<file path="src/rtl/atm_pin_entry_if.sv">
// Card/keypad/authenticator signal bundle for the ATM PIN entry front end.
// No latency of its own: this is wiring only.
// No backpressure: every input is a level or a one-cycle strobe.
// Ports:
//   master: drives card, key and auth inputs and observes results.
//   slave:  the PIN entry block.
interface atm_pin_entry_if;
  logic        card_inserted;
  logic [3:0]  card_acc_num;
  logic        key_valid;
  logic [3:0]  key_code;
  logic        auth_done;
  logic        auth_ok;
  logic [3:0]  acc_num;
  logic [15:0] pin;
  logic        pin_valid;
  logic [2:0]  digit_count;
  logic [1:0]  attempts_left;
  logic        locked;
  logic        session_active;
  logic        timeout;

  modport master (
    output card_inserted, card_acc_num, key_valid, key_code, auth_done, auth_ok,
    input  acc_num, pin, pin_valid, digit_count, attempts_left, locked,
           session_active, timeout
  );

  modport slave (
    input  card_inserted, card_acc_num, key_valid, key_code, auth_done, auth_ok,
    output acc_num, pin, pin_valid, digit_count, attempts_left, locked,
           session_active, timeout
  );
endinterface

</file>
<file path="src/rtl/atm_pin_entry.sv">
// ATM keypad front end: latches account, collects a 4-digit BCD PIN, tracks attempts, lockout and session.
// Latency: a key or auth strobe sampled at an edge is reflected in the outputs of the next cycle; timeout is combinational.
// Backpressure: none; every key and auth strobe is consumed (or ignored) in the cycle it is presented.
// Ports:
//   clk, rst (async, active low)
//   bus (slave): card_inserted/card_acc_num, key_valid/key_code, auth_done/auth_ok in;
//                acc_num, pin, pin_valid, digit_count, attempts_left, locked, session_active, timeout out.
module atm_pin_entry #(
  parameter int TIMEOUT_CYCLES = 1000,
  parameter int MAX_ATTEMPTS   = 3
) (
  input  logic           clk,
  input  logic           rst,
  atm_pin_entry_if.slave bus
);

  localparam int            TW       = $clog2(TIMEOUT_CYCLES);
  localparam logic [TW-1:0] TMR_LAST = TW'(TIMEOUT_CYCLES - 1);
  localparam logic [1:0]    ATT_INIT = 2'(MAX_ATTEMPTS);

  typedef enum logic [2:0] {
    S_IDLE,
    S_ENTRY,
    S_SUBMIT,
    S_GRANTED,
    S_LOCKED
  } state_t;

  state_t        state, state_nxt;
  logic [3:0]    acc_q, acc_nxt;
  logic [15:0]   pin_q, pin_nxt;
  logic [2:0]    cnt_q, cnt_nxt;
  logic [1:0]    att_q, att_nxt;
  logic [TW-1:0] tmr_q, tmr_nxt;
  logic          card_prev;
  logic          timeout_c;

  logic key_digit, key_enter, key_clear, key_cancel;

  assign key_digit  = (bus.key_code <= 4'd9);
  assign key_enter  = (bus.key_code == 4'hA);
  assign key_clear  = (bus.key_code == 4'hB);
  assign key_cancel = (bus.key_code == 4'hC);

  always_comb begin
    state_nxt = state;
    acc_nxt   = acc_q;
    pin_nxt   = pin_q;
    cnt_nxt   = cnt_q;
    att_nxt   = att_q;
    tmr_nxt   = tmr_q;
    timeout_c = 1'b0;

    if (!bus.card_inserted) begin
      // Card removal beats every other event in the same cycle.
      state_nxt = S_IDLE;
      acc_nxt   = '0;
      pin_nxt   = '0;
      cnt_nxt   = '0;
      tmr_nxt   = '0;
    end else begin
      case (state)
        S_IDLE: begin
          // Only a fresh insertion starts an entry; a card left in after
          // CANCEL or timeout must be pulled and reinserted.
          if (!card_prev) begin
            acc_nxt   = bus.card_acc_num;
            att_nxt   = ATT_INIT;
            tmr_nxt   = '0;
            state_nxt = S_ENTRY;
          end
        end

        S_ENTRY: begin
          if (bus.key_valid) begin
            // Any key, including the unused codes, counts as activity and
            // wins over a terminal count in the same cycle.
            tmr_nxt = '0;
            if (key_digit) begin
              if (cnt_q != 3'd4) begin
                pin_nxt = {pin_q[11:0], bus.key_code};
                cnt_nxt = cnt_q + 3'd1;
              end
            end else if (key_enter) begin
              if (cnt_q == 3'd4) state_nxt = S_SUBMIT;
            end else if (key_clear) begin
              pin_nxt = '0;
              cnt_nxt = '0;
            end else if (key_cancel) begin
              acc_nxt   = '0;
              pin_nxt   = '0;
              state_nxt = S_IDLE;
            end
          end else if (tmr_q == TMR_LAST) begin
            timeout_c = 1'b1;
            pin_nxt   = '0;
            tmr_nxt   = '0;
            state_nxt = S_IDLE;
          end else begin
            tmr_nxt = tmr_q + TW'(1);
          end
        end

        S_SUBMIT: begin
          tmr_nxt = '0;
          if (bus.auth_done) begin
            if (bus.auth_ok) begin
              state_nxt = S_GRANTED;
            end else begin
              att_nxt   = att_q - 2'd1;
              pin_nxt   = '0;
              cnt_nxt   = '0;
              state_nxt = (att_q == 2'd1) ? S_LOCKED : S_ENTRY;
            end
          end
        end

        default: begin
          // GRANTED and LOCKED hold until the card is removed.
        end
      endcase
    end
  end

  always_ff @(posedge clk or negedge rst) begin
    if (!rst) state <= S_IDLE;
    else      state <= state_nxt;
  end

  always_ff @(posedge clk or negedge rst) begin
    if (!rst) begin
      acc_q     <= '0;
      pin_q     <= '0;
      cnt_q     <= '0;
      att_q     <= ATT_INIT;
      tmr_q     <= '0;
      card_prev <= 1'b0;
    end else begin
      acc_q     <= acc_nxt;
      pin_q     <= pin_nxt;
      cnt_q     <= cnt_nxt;
      att_q     <= att_nxt;
      tmr_q     <= tmr_nxt;
      card_prev <= bus.card_inserted;
    end
  end

  assign bus.acc_num        = acc_q;
  assign bus.pin            = pin_q;
  assign bus.digit_count    = cnt_q;
  assign bus.attempts_left  = att_q;
  assign bus.pin_valid      = (state == S_SUBMIT);
  assign bus.locked         = (state == S_LOCKED);
  assign bus.session_active = (state == S_GRANTED);
  assign bus.timeout        = timeout_c;

endmodule
</file>
<file path="src/flat_wrapper.sv">
// flat-port wrapper written by rule: the top's interface ports become plain ports
module atm_pin_entry_flat 
#(
  parameter int TIMEOUT_CYCLES = 1000,
  parameter int MAX_ATTEMPTS   = 3
)
  (clk, rst, bus_card_inserted, bus_card_acc_num, bus_key_valid, bus_key_code, bus_auth_done, bus_auth_ok, bus_acc_num, bus_pin, bus_pin_valid, bus_digit_count, bus_attempts_left, bus_locked, bus_session_active, bus_timeout);
  atm_pin_entry_if bus_i ();
  input  logic clk;
  input  logic rst;
  input wire logic [$bits(bus_i.card_inserted)-1:0] bus_card_inserted;
  input wire logic [$bits(bus_i.card_acc_num)-1:0] bus_card_acc_num;
  input wire logic [$bits(bus_i.key_valid)-1:0] bus_key_valid;
  input wire logic [$bits(bus_i.key_code)-1:0] bus_key_code;
  input wire logic [$bits(bus_i.auth_done)-1:0] bus_auth_done;
  input wire logic [$bits(bus_i.auth_ok)-1:0] bus_auth_ok;
  output wire logic [$bits(bus_i.acc_num)-1:0] bus_acc_num;
  output wire logic [$bits(bus_i.pin)-1:0] bus_pin;
  output wire logic [$bits(bus_i.pin_valid)-1:0] bus_pin_valid;
  output wire logic [$bits(bus_i.digit_count)-1:0] bus_digit_count;
  output wire logic [$bits(bus_i.attempts_left)-1:0] bus_attempts_left;
  output wire logic [$bits(bus_i.locked)-1:0] bus_locked;
  output wire logic [$bits(bus_i.session_active)-1:0] bus_session_active;
  output wire logic [$bits(bus_i.timeout)-1:0] bus_timeout;
  assign bus_i.card_inserted = bus_card_inserted;
  assign bus_i.card_acc_num = bus_card_acc_num;
  assign bus_i.key_valid = bus_key_valid;
  assign bus_i.key_code = bus_key_code;
  assign bus_i.auth_done = bus_auth_done;
  assign bus_i.auth_ok = bus_auth_ok;
  assign bus_acc_num = bus_i.acc_num;
  assign bus_pin = bus_i.pin;
  assign bus_pin_valid = bus_i.pin_valid;
  assign bus_digit_count = bus_i.digit_count;
  assign bus_attempts_left = bus_i.attempts_left;
  assign bus_locked = bus_i.locked;
  assign bus_session_active = bus_i.session_active;
  assign bus_timeout = bus_i.timeout;
  atm_pin_entry #(.TIMEOUT_CYCLES(TIMEOUT_CYCLES), .MAX_ATTEMPTS(MAX_ATTEMPTS)) u_core (.clk(clk), .rst(rst), .bus(bus_i));
endmodule
</file>
<file path="config.mk">
export PLATFORM = sky130hd
export DESIGN_NAME = atm_pin_entry_flat
export DESIGN_NICKNAME = d
export VERILOG_FILES = /design/src/rtl/atm_pin_entry_if.sv /design/src/rtl/atm_pin_entry.sv /design/src/flat_wrapper.sv
export SDC_FILE = /design/constraint.sdc
export NUM_CORES = 1
export LEC_CHECK = 0
export CORE_AREA = 5 5 94 52
export DETAILED_ROUTE_END_ITERATION = 6
export DIE_AREA = 0 0 99 57
export HOLD_SLACK_MARGIN = 0.08
export PLACE_DENSITY = 0.94
export SLEW_MARGIN = 20
export SYNTH_ARGS = -nofsm -noshare
export SYNTH_HDL_FRONTEND = slang
export SYNTH_SLANG_ARGS = --single-unit
</file>
<file path="constraint.sdc">
create_clock -name clk -period 2.8 [get_ports clk]
set_input_delay 0.28 -clock clk [delete_from_list [all_inputs] [get_ports clk]]
set_output_delay 0.28 -clock clk [all_outputs]
set_load 0.05 [all_outputs]
</file>
==> summary.md <==
| Metric | Value |
|---|---|
| Run status | completed |
| Max Fclk | between 300 and 400 MHz |
| Internal reg-to-reg setup slack | 610 ps |
| Cell at the root of the clock tree | sky130_fd_sc_hd__clkbuf_8 |
| CTS-repair resized insts | 0 |
| IO Pins | 43 |
| Commonest non-fill, non-tap cell in the layout | sky130_fd_sc_hd__clkdlybuf4s50_1 |
| WS Path Type | register to output port |
| CP Capture Type | output port |
| Chip Height | 57 µm |
| Portion of the clock cycle consumed by the worst path in the final layout | 0.941 |
| Count of antenna diodes in the layout | 0 |
| Wire length reported by the detailed router | 5050 µm |
| Post-synthesis instance total | 204 |
| Detailed-route DRC error count | 0 |
| CTS buffer count | 5 |
| Buffer levels on the longest clock path | 2 |
| Net count after synthesis | approximately 220 |
| Vias in the first global route | 1670 |
| Setup clock skew after layout | 7.24 ps |
| Global-route wire length before repair | 8420 µm |
| Final worst setup slack | around 170 ps |
| Sum of overflow across all layers after global routing | 0 |
| CTS sink count | 39 |
| Number of placed cells counting well taps | around 300 |
| Pin count of the biggest net entering global routing | 40 |
| Number of cell instances on the worst register-to-register path | 4 |
| CP Launch Point | u_core.state[1]$_DFFE_PN0P_ |
| Initial standard-cell utilization of the core | 0.511 |
| CTS H-Tree Depth | 2 |
| Setup-failing EPs final | 0 |
| Worst r2r dst | u_core.bus.pin[1]$_DFFE_PN0P_ |
| Final weighted congestion of routability-driven global placement | 0.981 |
| DPL Wire Length | 3750 µm |
| Slew HR | 0.417 |
| Crit path time final | 2630 ps |
| Distinct cell type count after synthesis | between 50 and 60 |
| Unrepaired setup endpoints after global routing | false |
| Critical path required time | 2520 ps |
| Global Route Usage Sum | 0.188 |
| Antenna violations before repair | 0 |
| Signal arrival time at the worst endpoint | 2350 ps |
| Area delta synth->final | 26.6% |
| Hold bufs inserted after CTS | 0 |
| Utilization after layout | 0.648 |
| Yosys warns | 0 |
| Fraction of layout cells with a size suffix above 1 | 0.105 |
| Number of I/O port buffers | 42 |
| Later-pin clock latency in the skew report | roughly 300 ps |
| Core ar. | 4110 µm² |
| Largest fanout on the critical path | 14 |
| Pwr dens | 547 nW/µm² |
| Placement-stage worst setup slack | 550 ps |
| Final cell area excluding filler cells | 2660 µm² |
| Synthesized area divided by synthesized cell count | 10.3 µm² |
| Sum Neg Setup Slack | 0 ps |
| Count of final max-slew check failures | 0 |
| Die Wd | 99 µm |
| Filler instances | 330 |
| Final cell count without fillers | 304 |
| Number of DRC markers in iteration 0 | 150 |
| DRT antenna net count | 0 |
| Leading cell types in the layout, fill and taps excluded | sky130_fd_sc_hd__clkdlybuf4s50_1, sky130_fd_sc_hd__dfrtp_1, sky130_fd_sc_hd__a22o_1, sky130_fd_sc_hd__a21oi_1 |
| Layout net count | 264 |
| Static leakage | 1.14 nW |
| Summed instance area of the synthesized netlist | 2100 µm² |
| Num rows | 17 |
| Vias after detailed routing | 1790 |
| VDD IR max | 402 µV |
| Worst min-delay path class | input pin to async pin |
| Die Outline Area | 5640 µm² |
| Clock-pin transition on the worst setup and hold timing paths | roughly 80 ps |
| Number of storage elements in the synthesis netlist | 39 |
| Final hold vios | 0 |
| Cell area after placement | 2550 µm² |
| TritonCTS clock tree | yes |
| DR vias/cell | 5.89 |
| Max-cap viol count | 0 |
| Routed wire length per instance | 16.6 µm |
| Sequential cell area fraction in the yosys report | 0.466 |
| First-pass iteration count of the detailed router | 4 |
| Source of the worst register-to-register timing path | u_core.state[1]$_DFFE_PN0P_ |
| Worst-Margin Slew | 874 ps |
| Crit start category | register |
| # Post-CTS Setup Buffers | 0 |
stage by stage:
stage | power (W) | hold slack [ps]
after floorplan | 0.000873 | -15.6
after global placement | 0.000974 | 435
after CTS | 0.00146 | 123
after detailed placement | 0.000985 | 448
after global routing | 0.00152 | 168
final | 0.00145 | 91.7
area by class of cell:
class                   instances  area [µm²]  share of cell area
multi-input cells             145        1010               0.382
flip-flops and latches         39         978               0.368
repair buffers                 44         440               0.166
well taps                      57        71.3              0.0268
clock buffers                   5        68.8              0.0259
clock inverters                 3        43.8              0.0165
inverters                      11        41.3              0.0155
logic make-up after synthesis:
logic type / after synthesis / share of synthesized area
flops: 39 / 0.466
xor+xnor: 1 / 0.00417
simple gates: 68 / 0.199
compound gates: 67 / 0.230
buf+inv: 20 / 0.0507
fa+ha+maj: 4 / 0.0238
mux: 5 / 0.0262
cells in the mapped netlist (all sizes together):
cell	n	area, µm²
a211oi	1	7.51
o21bai	1	7.51
a41oi	1	8.76
and3	7	43.8
a21boi	1	7.51
inv	11	41.3
a22o	16	140
nor2	5	18.8
dfstp	2	52.6
o2111ai	1	8.76
a31oi	5	31.3
nand3	11	55.1
buf	9	65.1
ha	4	50.1
or3	2	12.5
nand2b	7	43.8
nor4	1	6.26
o21a	2	15.0
o311ai	1	8.76
a21o	1	7.51
o31a	1	8.76
nand3b	1	7.51
nand2	9	33.8
nor3b	7	63.8
o21ai	16	87.6
nor3	2	10.0
xor2	1	8.76
nor2b	5	31.3
o31ai	4	45.1
a21oi	13	68.8
a32o	1	10.0
and4b	1	10.0
a31o	1	8.76
and2	4	27.5
and4bb	1	16.3
a2111o	1	11.3
mux2	4	45.0
dfrtp	37	926
nand4	2	12.5
or3b	1	8.76
and2b	2	16.3
mux2i	1	10.0
metal layers:
layer / track usage / up-vias / share of wire
met5: 0 / - / 0
met4: 0.0661 / 0 / 0.0095
met3: 0.0574 / 5 / 0.075
li1: - / 844 / -
met2: 0.254 / 61 / 0.43
met1: 0.284 / 880 / 0.49
flip-flops by register name, summed over array words and instances (netlist names):
signal and count:
u_core.card_prev 1, u_core.bus.pin 16, u_core.tmr_q 10, u_core.bus.acc_num 4, u_core.bus.digit_count 3, u_core.bus.attempts_left 2, u_core.state 3
where the power goes:
part | switching (W) | total (W) | leakage (nW) | internal, W
registers | 0.0000219 | 0.000613 | 0.529 | 0.000591
clock network | 0.000213 | 0.000479 | 0.0581 | 0.000265
logic | 0.000233 | 0.000363 | 0.556 | 0.000130
total | 0.000468 | 0.00145 | 1.14 | 0.000986
worst max-delay path, cell delays in order (launching register included):
cell	delay (ps)
sky130_fd_sc_hd__dfrtp_1	600
sky130_fd_sc_hd__nand2b_1	260
sky130_fd_sc_hd__nor2_1	330
sky130_fd_sc_hd__clkdlybuf4s50_1	870
how the worst max path moves through the flow:
stage / slack, ps / endpoint / cells after the start
global placement: 560 / bus_pin_valid / 3
CTS: 190 / bus_pin_valid / 3
detailed placement: 550 / bus_pin_valid / 3
floorplan: 440 / bus_timeout / 3
finish: 170 / bus_pin_valid / 3
global route: 30 / bus_pin_valid / 3
No activity file was read; power rests on OpenSTA's default activity.
